==> config.mk <==
export PLATFORM = sky130hd
export DESIGN_NAME = pe_row_feeder
export DESIGN_NICKNAME = d
export VERILOG_FILES = /design/src/rtl/pe_row_feeder.sv
export SDC_FILE = /design/constraint.sdc
export NUM_CORES = 1
export LEC_CHECK = 0
export CORE_MARGIN = 4
export CORE_UTILIZATION = 37
export CTS_CLUSTER_SIZE = 10
export DETAILED_ROUTE_END_ITERATION = 7
export PLACE_DENSITY = 0.63
export SLEW_MARGIN = 20
export SYNTH_ARGS = -nofsm -noshare
export SYNTH_HDL_FRONTEND = slang
export SYNTH_SLANG_ARGS = --single-unit
==> constraint.sdc <==
create_clock -name clk -period 2 [get_ports clk]
set_input_delay 0.4 -clock clk [delete_from_list [all_inputs] [get_ports clk]]
set_output_delay 0.4 -clock clk [all_outputs]
set_load 0.03 [all_outputs]
==> src/rtl/pe_row_feeder.sv <==
// Input feeder for the PE16 systolic array: sign/magnitude conversion,
// diagonal row skew and a trailing zero flush with a done pulse.
module pe_row_feeder #(
  parameter int ROWS      = 4,
  parameter int COLS      = 4,
  parameter int FLUSH_LEN = ROWS + COLS - 1
) (
  input  logic                 clk,
  input  logic                 _res,
  input  logic                 in_valid,
  output logic                 in_ready,
  input  logic                 in_last,
  input  logic                 in_width,
  input  logic [ROWS*16-1:0]   in_data,
  output logic [ROWS*16-1:0]   out_mag,
  output logic [ROWS*2-1:0]    out_sign,
  output logic [ROWS-1:0]      out_mode,
  output logic [ROWS-1:0]      out_valid,
  output logic                 busy,
  output logic                 done
);

  localparam int CW = (FLUSH_LEN > 1) ? $clog2(FLUSH_LEN) : 1;
  localparam logic [CW-1:0] LAST = CW'(FLUSH_LEN - 1);

  typedef enum logic [1:0] {
    IDLE,
    STREAM,
    FLUSH
  } state_t;

  state_t          state_q;
  logic [CW-1:0]   cnt_q;
  logic            mode_q;
  logic            ready_q;
  logic            busy_q;
  logic            done_q;
  logic            accept;

  assign accept   = in_valid & ready_q;
  assign in_ready = ready_q;
  assign busy     = busy_q;
  assign done     = done_q;

  always_ff @(posedge clk) begin
    if (!_res) begin
      state_q <= IDLE;
      cnt_q   <= '0;
      mode_q  <= 1'b0;
      ready_q <= 1'b1;
      busy_q  <= 1'b0;
      done_q  <= 1'b0;
    end else begin
      unique case (state_q)
        IDLE: begin
          if (accept) begin
            mode_q <= in_width;
            cnt_q  <= '0;
            busy_q <= 1'b1;
            if (in_last) begin
              state_q <= FLUSH;
              ready_q <= 1'b0;
              done_q  <= (FLUSH_LEN == 1);
            end else begin
              state_q <= STREAM;
            end
          end
        end
        STREAM: begin
          if (accept && in_last) begin
            state_q <= FLUSH;
            cnt_q   <= '0;
            ready_q <= 1'b0;
            done_q  <= (FLUSH_LEN == 1);
          end
        end
        FLUSH: begin
          if (cnt_q == LAST) begin
            state_q <= IDLE;
            cnt_q   <= '0;
            ready_q <= 1'b1;
            busy_q  <= 1'b0;
            done_q  <= 1'b0;
          end else begin
            cnt_q  <= cnt_q + CW'(1);
            done_q <= ((cnt_q + CW'(1)) == LAST);
          end
        end
        default: state_q <= IDLE;
      endcase
    end
  end

  function automatic logic [15:0] abs16(input logic [15:0] x);
    return x[15] ? (~x + 16'd1) : x;
  endfunction

  function automatic logic [7:0] abs8(input logic [7:0] x);
    return x[7] ? (~x + 8'd1) : x;
  endfunction

  logic [ROWS*16-1:0] mag_d;
  logic [ROWS*2-1:0]  sign_d;
  logic               mode_d;
  logic               valid_d;
  logic [15:0]        w;

  // first beat of a frame converts with the live width bit
  always_comb begin
    mag_d   = '0;
    sign_d  = '0;
    w       = '0;
    valid_d = accept;
    mode_d  = mode_q;
    if (accept && state_q == IDLE) mode_d = in_width;
    for (int r = 0; r < ROWS; r++) begin
      w = in_data[16*r +: 16];
      if (accept) begin
        if (mode_d) begin
          mag_d[16*r +: 16] = {abs8(w[15:8]), abs8(w[7:0])};
          sign_d[2*r +: 2]  = {w[15], w[7]};
        end else begin
          mag_d[16*r +: 16] = abs16(w);
          sign_d[2*r +: 2]  = {w[15], w[15]};
        end
      end
    end
  end

  for (genvar r = 0; r < ROWS; r++) begin : g_row
    logic [15:0] skew_mag_q  [0:r];
    logic [1:0]  skew_sign_q [0:r];
    logic        skew_mode_q [0:r];
    logic        skew_vld_q  [0:r];

    always_ff @(posedge clk) begin
      if (!_res) begin
        for (int k = 0; k <= r; k++) begin
          skew_mag_q[k]  <= '0;
          skew_sign_q[k] <= '0;
          skew_mode_q[k] <= 1'b0;
          skew_vld_q[k]  <= 1'b0;
        end
      end else begin
        skew_mag_q[0]  <= mag_d[16*r +: 16];
        skew_sign_q[0] <= sign_d[2*r +: 2];
        skew_mode_q[0] <= mode_d;
        skew_vld_q[0]  <= valid_d;
        for (int k = 1; k <= r; k++) begin
          skew_mag_q[k]  <= skew_mag_q[k-1];
          skew_sign_q[k] <= skew_sign_q[k-1];
          skew_mode_q[k] <= skew_mode_q[k-1];
          skew_vld_q[k]  <= skew_vld_q[k-1];
        end
      end
    end

    assign out_mag[16*r +: 16] = skew_mag_q[r];
    assign out_sign[2*r +: 2]  = skew_sign_q[r];
    assign out_mode[r]         = skew_mode_q[r];
    assign out_valid[r]        = skew_vld_q[r];
  end

endmodule

**Yosys cells after proc, flatten, opt, wreduce, memory -nomap -nowiden**

Memories as Yosys holds them, arrays and structs flattened.
Index checks and enable logic that the tools add are counted.

- Flip-flop bits (word level): 9
- Input port bits: 69
- Bits in writable memories: 200
- Memories: 16
- Output and inout bits: 83
- Logic and storage cells: 201

Memory list:

| name | words | bits a word | read ports | clocked after memory_dff | write ports | RTL line | source |
|---|---|---|---|---|---|---|---|
| g_row[3].skew_mag_q | 4 | 16 | 4 | 0 | 4 | 131 | `logic [15:0] skew_mag_q [0:r];` |
| g_row[2].skew_mag_q | 3 | 16 | 3 | 0 | 3 | 131 |  |
| g_row[1].skew_mag_q | 2 | 16 | 2 | 0 | 2 | 131 |  |
| g_row[0].skew_mag_q | 1 | 16 | 1 | 0 | 1 | 131 |  |
| g_row[3].skew_sign_q | 4 | 2 | 4 | 0 | 4 | 132 | `logic [1:0] skew_sign_q [0:r];` |
| g_row[2].skew_sign_q | 3 | 2 | 3 | 0 | 3 | 132 |  |
| 10 more memories | n/a | n/a | n/a | n/a | n/a | n/a |  |

- Multiplexer cells: 94
- Add/sub/neg operators: 13
- Reduce and logical (&&, ||, !) cells: 15
- Bitwise logic cells: 49
- Equality and inequality tests: 8

Operators by type and width:

| operator | count |
|---|---|
| two-way mux 16 bit | 22 |
| adder 16 x 1 -> 16 bit (second input constant) | 4 |
| adder 8 x 1 -> 8 bit (second input constant) | 8 |
| two-way mux 8 bit | 8 |
| inverter 16 bit | 4 |
| inverter 8 bit | 8 |
| two-way mux 1 bit | 38 |
| two-way mux 2 bit | 18 |
| OR 1 bit | 36 |
| OR reduction 16 bit | 1 |
| two-way mux 3 bit | 3 |
| one-hot mux 3 bit (3 select lines) | 1 |
| AND reduction 3 bit | 3 |
| != test 2 bit (second input constant) | 4 |
| == test 3 bit (second input constant) | 2 |
| one-hot mux 1 bit (3 select lines) | 2 |
| one-hot mux 2 bit (3 select lines) | 1 |
| AND reduction 5 bit | 1 |
| AND reduction 4 bit | 1 |
| adder 3 x 1 -> 3 bit (second input constant) | 1 |
| nonzero test 3 bit | 1 |
| == test 2 x 1 -> 1 bit (second input constant) | 1 |
| == test 2 bit (second input constant) | 1 |
| logical AND 1 bit | 2 |
| 7 further kinds | 8 |

**Logic depth before layout (Yosys ltp)**

Gate-level depths: netlist of the first run.

- Depth in word-level cells: 6
- Mapped depth: 8
- Gate-level depth less buffers: 7

**Worst setup path before layout of the first run**

Ideal clock, no wire load.

- Path type: input -> register
- Start point: input port in_data[38]
- End point: memory g_row[2].skew_mag_q[0][12]
- Stages on the path: 5
- Library setup time: 0.115 ns
- Data arrival time: 1.842 ns
- Slack: 0.043 ns
- Cells stage by stage: nor4_1 nand3_1 a2111oi_0 nor3_1 o21a_1

RTL lines:

| what | RTL line | source |
|---|---|---|
| start, declared | 14 | `input logic [ROWS*16-1:0] in_data,` |
| end, declared | 131 |  |

==> impl_metrics.tcl, run 1 <==
set metrics [dict create \
    status "finished clean" \
    async_flop_share_pct 0 \
    fin_crit_sh_pct 97.8 \
    setup.worst_path.end "g_row[1].skew_mag_q[0][7]" \
    place_inst 1229 \
    viasPerCell 4.60 \
    whs_ps 310 \
    port-buffer-count 151 \
    timing.rr.start "state_q[0]" \
    switching_share_pct 23.3 \
    grt_start_max_net_pins 120 \
    drv_slew 0 \
    cts_tree "done" \
    clockBufferDepth 3 \
    power_density_nw_per_um2 900 \
    ys.flop_type "dfxtp_1" \
    synth.most_common_cell "dfxtp_1" \
    grt_pass1_wl_um 27900 \
    clkTransAtPathRegs_ps 60 \
    initial_utilization_pct 37.8 \
    yosysUniqueCellTypes 56 \
    fin_area_um2 10500 \
    ys_seq_elements 205 \
    maxCapViolations 0 \
    pwr-share-clk_pct 41.9 \
    vdd_drop_max_mv 0.525 \
    fmax_mhz 511 \
    dpl-instance-area_um2 9750 \
    wl_per_cell_um 13.6 \
    synth_area_per_cell_um2 9.63 \
    cp_max_fo 2 \
    coreArea_um2 20400 \
    drc 0 \
    drt-initial-drc-count 221 \
    place.gp.congestion 0.808 \
    first_global_vias 5636 \
    grtUsageTotal_pct 14.3 \
    die_area_um2 23200 \
    intPower_mw 7.22 \
    area_delta_synth_final_pct 35.7 \
    syn_nets 881 \
    finClkSkew_ps 13.2 \
    critPathCaptureType "flip-flop" \
    place_ws_ps -477 \
    p_switching_mw 2.19 \
    boundaryPins 152 \
    die_y_um 152 \
    cts_buffers 25 \
    tns_ps 0 \
    min_path_type "in2reg" \
    core.rowCount 52 \
    clk_latency_ps 510 \
    synth_area_um2 7700 \
    synth_top_area_share_pct 53.3 \
    total_power_mw 9.41 \
    startpoint_type "input pin" \
    p_leak_nw 4.33 \
    h-tree-depth 1 \
    dr_total_vias 5803 \
    dp_hpwl_um 12500 \
    r2r-end "g_row[0].skew_mag_q[0][6]" \
    gr-total-overflow 0 \
    ant_nets 0 \
    cts.sinks 205 \
    synthTopCellsByArea "dfxtp_1 53%, and2_1 9.8%, buf_4 5.9%" \
    drive_gt1_share_pct 14.6 \
    cts_setup_buffers 0 \
    routed_wirelength_um 17200 \
    slew_headroom_pct 65.9 \
    worstMarginPinSlew_ps 511 \
    stdcell_count 1262 \
    synth_edf_count 0 \
    ys_seq_area_share_pct 53.3 \
    hold_viol_final 0 \
    rr_worst_depth 8 \
    finalWorstSetupSlack_ps 43.4 \
    ys_top_cells_by_count "205 x dfxtp_1, 121 x and2_1, 63 x nor2_1, 61 x buf_4" \
    combPwrFrac_pct 12.5 \
    die_w_um 152 \
    synth_top_cell_by_area "dfxtp_1" \
    syn_inst 800 \
    finalCriticalPeriod_ps 1960 \
    firstDrtPassIters 4 \
    finalSetupViolations 0 \
    utilization_pct 51.3 \
    r2r_setup_slack_ps 150 \
    p_seq_share_pct 45.7 \
    yosysWarnings 0 \
    crit_arrival_ps 2400 \
    critPathRequiredTime_ps 2450 \
    cts_root_buffer "clkbuf_16" \
    criticalPathCategory "in2reg" \
    crit_start "in_data[18]" \
    antenna_found_initial 1 \
    fin_nets 1067 \
    antennaDiodeCount 0 \
]
-- cells in the final DEF (no fill, tap or decap), drive strengths merged, types with 13 or more instances in the layout --
| cell type | n |
|---|---|
| and2 | 122 |
| inv | 29 |
| nand2 | 41 |
| dfxtp | 205 |
| xor2 | 15 |
| a21oi | 41 |
| nor3 | 21 |
| nand2b | 13 |
| clkdlybuf4s50 | 147 |
| nor2 | 63 |
| o21ai | 25 |
| buf | 101 |
| clkbuf | 29 |
-- cell type report --
cell class              instances  area (µm²)
clock buffers                  29         651
clock inverters                 4        48.8
fillers                      1894        9910
inverters                      29         109
multi-input cells             474        2920
flip-flops and latches        205        4110
well taps                     270         338
repair buffers                251        2280
-- per-layer routing --
layer / vias up / share of wire (%) / track usage (%)
met5: - / 0.076 / 0
met4: 2 / 3.5 / 5.01
met3: 37 / 6.0 / 3.81
met2: 154 / 45 / 23.7
met1: 2630 / 45 / 18.1
li1: 2980 / - / -
-- worst max-delay path, stage by stage --
cell             delay (ps)
clkdlybuf4s50_1         410
or4_1                   580
or2_2                   330
nor3_2                  140
ha_1                    260
nand2_1                  70
o211ai_1                 70
a21oi_1                 140
-- timing repair --
| action | CTS | global route |
|---|---|---|
| resized for setup | 2 | 5 |
| hold buffers | 0 | 0 |
| endpoints found under the setup margin | 2 | 6 |
-- worst min-delay path by stage --
stage	to	slack (ps)	from	depth (start not counted)
finish	done	310	_res	3
floorplan	g_row[1].skew_mag_q[0][16]	410	g_row[1].skew_mag_q[0][0]	1
CTS	done	290	_res	3
global route	done	320	_res	3
global placement	g_row[1].skew_mag_q[0][16]	410	g_row[1].skew_mag_q[0][0]	1
detailed placement	g_row[2].skew_mag_q[0][21]	420	g_row[2].skew_mag_q[0][5]	1
-- sequential cells by signal (all words and copies together) (netlist names), 2 cells and up --
register,flops
g_row.skew_sign_q,20
state_q,2
cnt_q,3
g_row.skew_vld_q,8
g_row.skew_mode_q,8
g_row.skew_mag_q,160
-- cell families (layout without fill, tap and decap cells) --
group / after synthesis / in the layout / synth area share [%]
DFF: 205 / 205 / 53.3
buffers and inverters: 121 / 313 / 9.03
and+or+nand+nor: 310 / 310 / 21.7
xor gates and xnor gates: 19 / 19 / 2.16
AOI/OAI and AO/OA: 121 / 121 / 10.2
adders and majority gates: 12 / 12 / 1.95
muxes: 12 / 12 / 1.74
-- power by group through the flow --
stage / registers, mW / logic [mW] / clock network [mW]
CTS: 4.30 / 1.18 / 4.06
global route: 4.31 / 1.29 / 4.23
global placement: 4.38 / 1.17 / 0
floorplan: 4.42 / 0.581 / 0
detailed placement: 4.38 / 1.18 / 0
finish: 4.30 / 1.17 / 3.94
(Power assumes the default switching activity.)
==> inputs of run 2 (changes only) <==
Clock period 2 ns to 1.7 ns, I/O delays scaled along.
==> run 2 against run 1 <==
The run now ends with negative setup slack left. Via count rose by 3.3%. Sequential power rose by 17%. Non-clock buffer count rose by 37. Design area rose by 4.6%. Worst hold slack got worse by 62 ps. Critical path depth shrank 1. Sequential share of layout area is 1.7 points lower. First-iteration DRC count down 24%. Cell count increased by 2.6%. Routed wire length is 3.9% higher. Total power rose by 17%. Largest cell class unchanged.
==> impl_metrics.tcl, run 2 (synthesis results as in run 1) <==
set metrics [dict create \
    status "finished with violations" \
    violations "negative setup slack" \
    grt_start_max_net_pins 121 \
    final_cell_mix "202 x dfxtp_1, 126 x buf_4, 121 x and2_1" \
    routed_wirelength_um 17800 \
    p_leak_nw 4.94 \
    dr_total_vias 5992 \
    finalWorstSetupSlack_ps -134 \
    drc 0 \
    finalSetupViolations 16 \
    cts_tree "done" \
    firstDrtPassIters 4 \
    maxCapViolations 0 \
    grtUsageTotal_pct 14.5 \
    die_y_um 152 \
    place.gp.congestion 0.820 \
    reg_top3 "g_row.skew_mag_q: 160 flops, g_row.skew_sign_q: 20 flops" \
    cp_max_fo 7 \
    core.rowCount 52 \
    boundaryPins 152 \
    grtUsageMet2_pct 24.8 \
    clk_latency_ps 500 \
    dp_hpwl_um 12500 \
    die_w_um 152 \
    regMostFlops "g_row.skew_mag_q" \
    fmax_mhz 545 \
    multiInputGateArea_um2 3210 \
    dpl-instance-area_um2 9970 \
    crit_arrival_ps 2220 \
    area_delta_synth_final_pct 42.0 \
    use_met1_pct 18.4 \
    rsz0062_at_grt "yes" \
    port-buffer-count 151 \
    fin_nets 1103 \
    busiest_layer "met2" \
    startpoint_type "flip-flop" \
    critPathCaptureType "flip-flop" \
    min_path_type "in2reg" \
    worstMarginPinSlew_ps 417 \
    hold_viol_final 0 \
    largest_register_ffs 160 \
    clockBufferDepth 3 \
    clkTransAtPathRegs_ps 60 \
    place_ws_ps -673 \
    cts_root_buffer "clkbuf_16" \
    ant_nets 0 \
    vdd_drop_max_mv 0.523 \
    fin_area_um2 10900 \
    tns_ps -1060 \
    power_density_nw_per_um2 1010 \
    initial_utilization_pct 37.8 \
    hold_buffers 0 \
    critPathRequiredTime_ps 2090 \
    grt_pass1_wl_um 28300 \
    antenna_found_initial 0 \
    finClkSkew_ps 6.56 \
    slew_headroom_pct 72.2 \
    wl_per_cell_um 13.8 \
    cts_buffers 24 \
    met3_usage_pct 3.41 \
    fill_cells 1853 \
    drv_slew 0 \
    h-tree-depth 1 \
    fin_crit_sh_pct 108 \
    finalCriticalPeriod_ps 1830 \
    final_common_cell "dfxtp_1" \
    viasPerCell 4.63 \
    first_global_vias 5729 \
    coreArea_um2 20400 \
    drt-initial-drc-count 169 \
    drive_gt1_share_pct 21.8 \
    register_area_um2 4110 \
    die_area_um2 23200 \
    criticalPathCategory "reg2reg" \
    gr-total-overflow 0 \
    cts.sinks 205 \
]
## run 2: changes by cell type in the layout (fill, tap and decap cells not counted), moves of 4 or more
| cell | change |
|---|---|
| o21ai_2 | +4 |
| buf_6 | +7 |
| clkdlybuf4s50_1 | -88 |
| o31ai_1 | -5 |
| a21oi_2 | +10 |
| o21ai_1 | +4 |
| buf_4 | +28 |
| a21oi_1 | -12 |
| dlygate4sd2_1 | +84 |
| o21ai_0 | -8 |
## run 2: layout make-up
type / instances / share of cell area [%]
inverter: 29 / 0.995
timing repair buffer: 288 / 23.0
sequential: 205 / 37.6
multi-input combinational: 474 / 29.3
antenna: 1 / 0.0229
clock buffer: 28 / 6.01
tap: 270 / 3.09
## run 2: report_power, final
group | total, mW | switching [mW] | internal [mW] | leakage [nW]
sequential | 5.05 | 0.0544 | 5.00 | 1.67
clock | 4.44 | 1.77 | 2.66 | 0.324
combinational | 1.56 | 0.789 | 0.770 | 2.95
total | 11.0 | 2.62 | 8.43 | 4.94
## run 2: what timing repair did
action	in CTS	in global routing
cloned	1	1
pin swaps	19	27
buffers inserted	4	6
gates resized for setup	123	42
setup endpoints to repair	133	49
## run 2: critical path, stage by stage (launching register included)
cell,delay [ps]
dfxtp_2,320
nand4bb_4,250
buf_6,150
mux2_4,340
buf_4,150
o211ai_1,210
a21oi_1,90
a31o_2,210
## run 2: metal layers
metal	up-vias	share of wire (%)
met5	-	0
met4	0	1.9
met3	35	6.2
met2	157	47
met1	2755	45
li1	3045	-
## run 2: worst paths after layout
| path | from | cells past startpoint | slack (ps) | to |
|---|---|---|---|---|
| hold / removal | _res | 3 | 250 | g_row[3].skew_vld_q[0] |
| setup reg to reg | state_q[0] | 7 | -130 | g_row[3].skew_mag_q[0][12] |
| hold reg to reg | g_row[3].skew_mag_q[0][29] | 1 | 430 | g_row[3].skew_mag_q[0][45] |
| setup / recovery | state_q[0] | 7 | -130 | g_row[3].skew_mag_q[0][12] |
## run 2: through the flow
stage,instances,util [%],hold slack [ps],power [mW]
after floorplan,800,-,412,5.89
after global placement,1255,48.9,413,6.58
after detailed placement,1255,48.9,417,6.60
after CTS,1288,52.5,220,11.1
after global routing,1294,53.7,253,11.5
final,1295,53.7,248,11.0
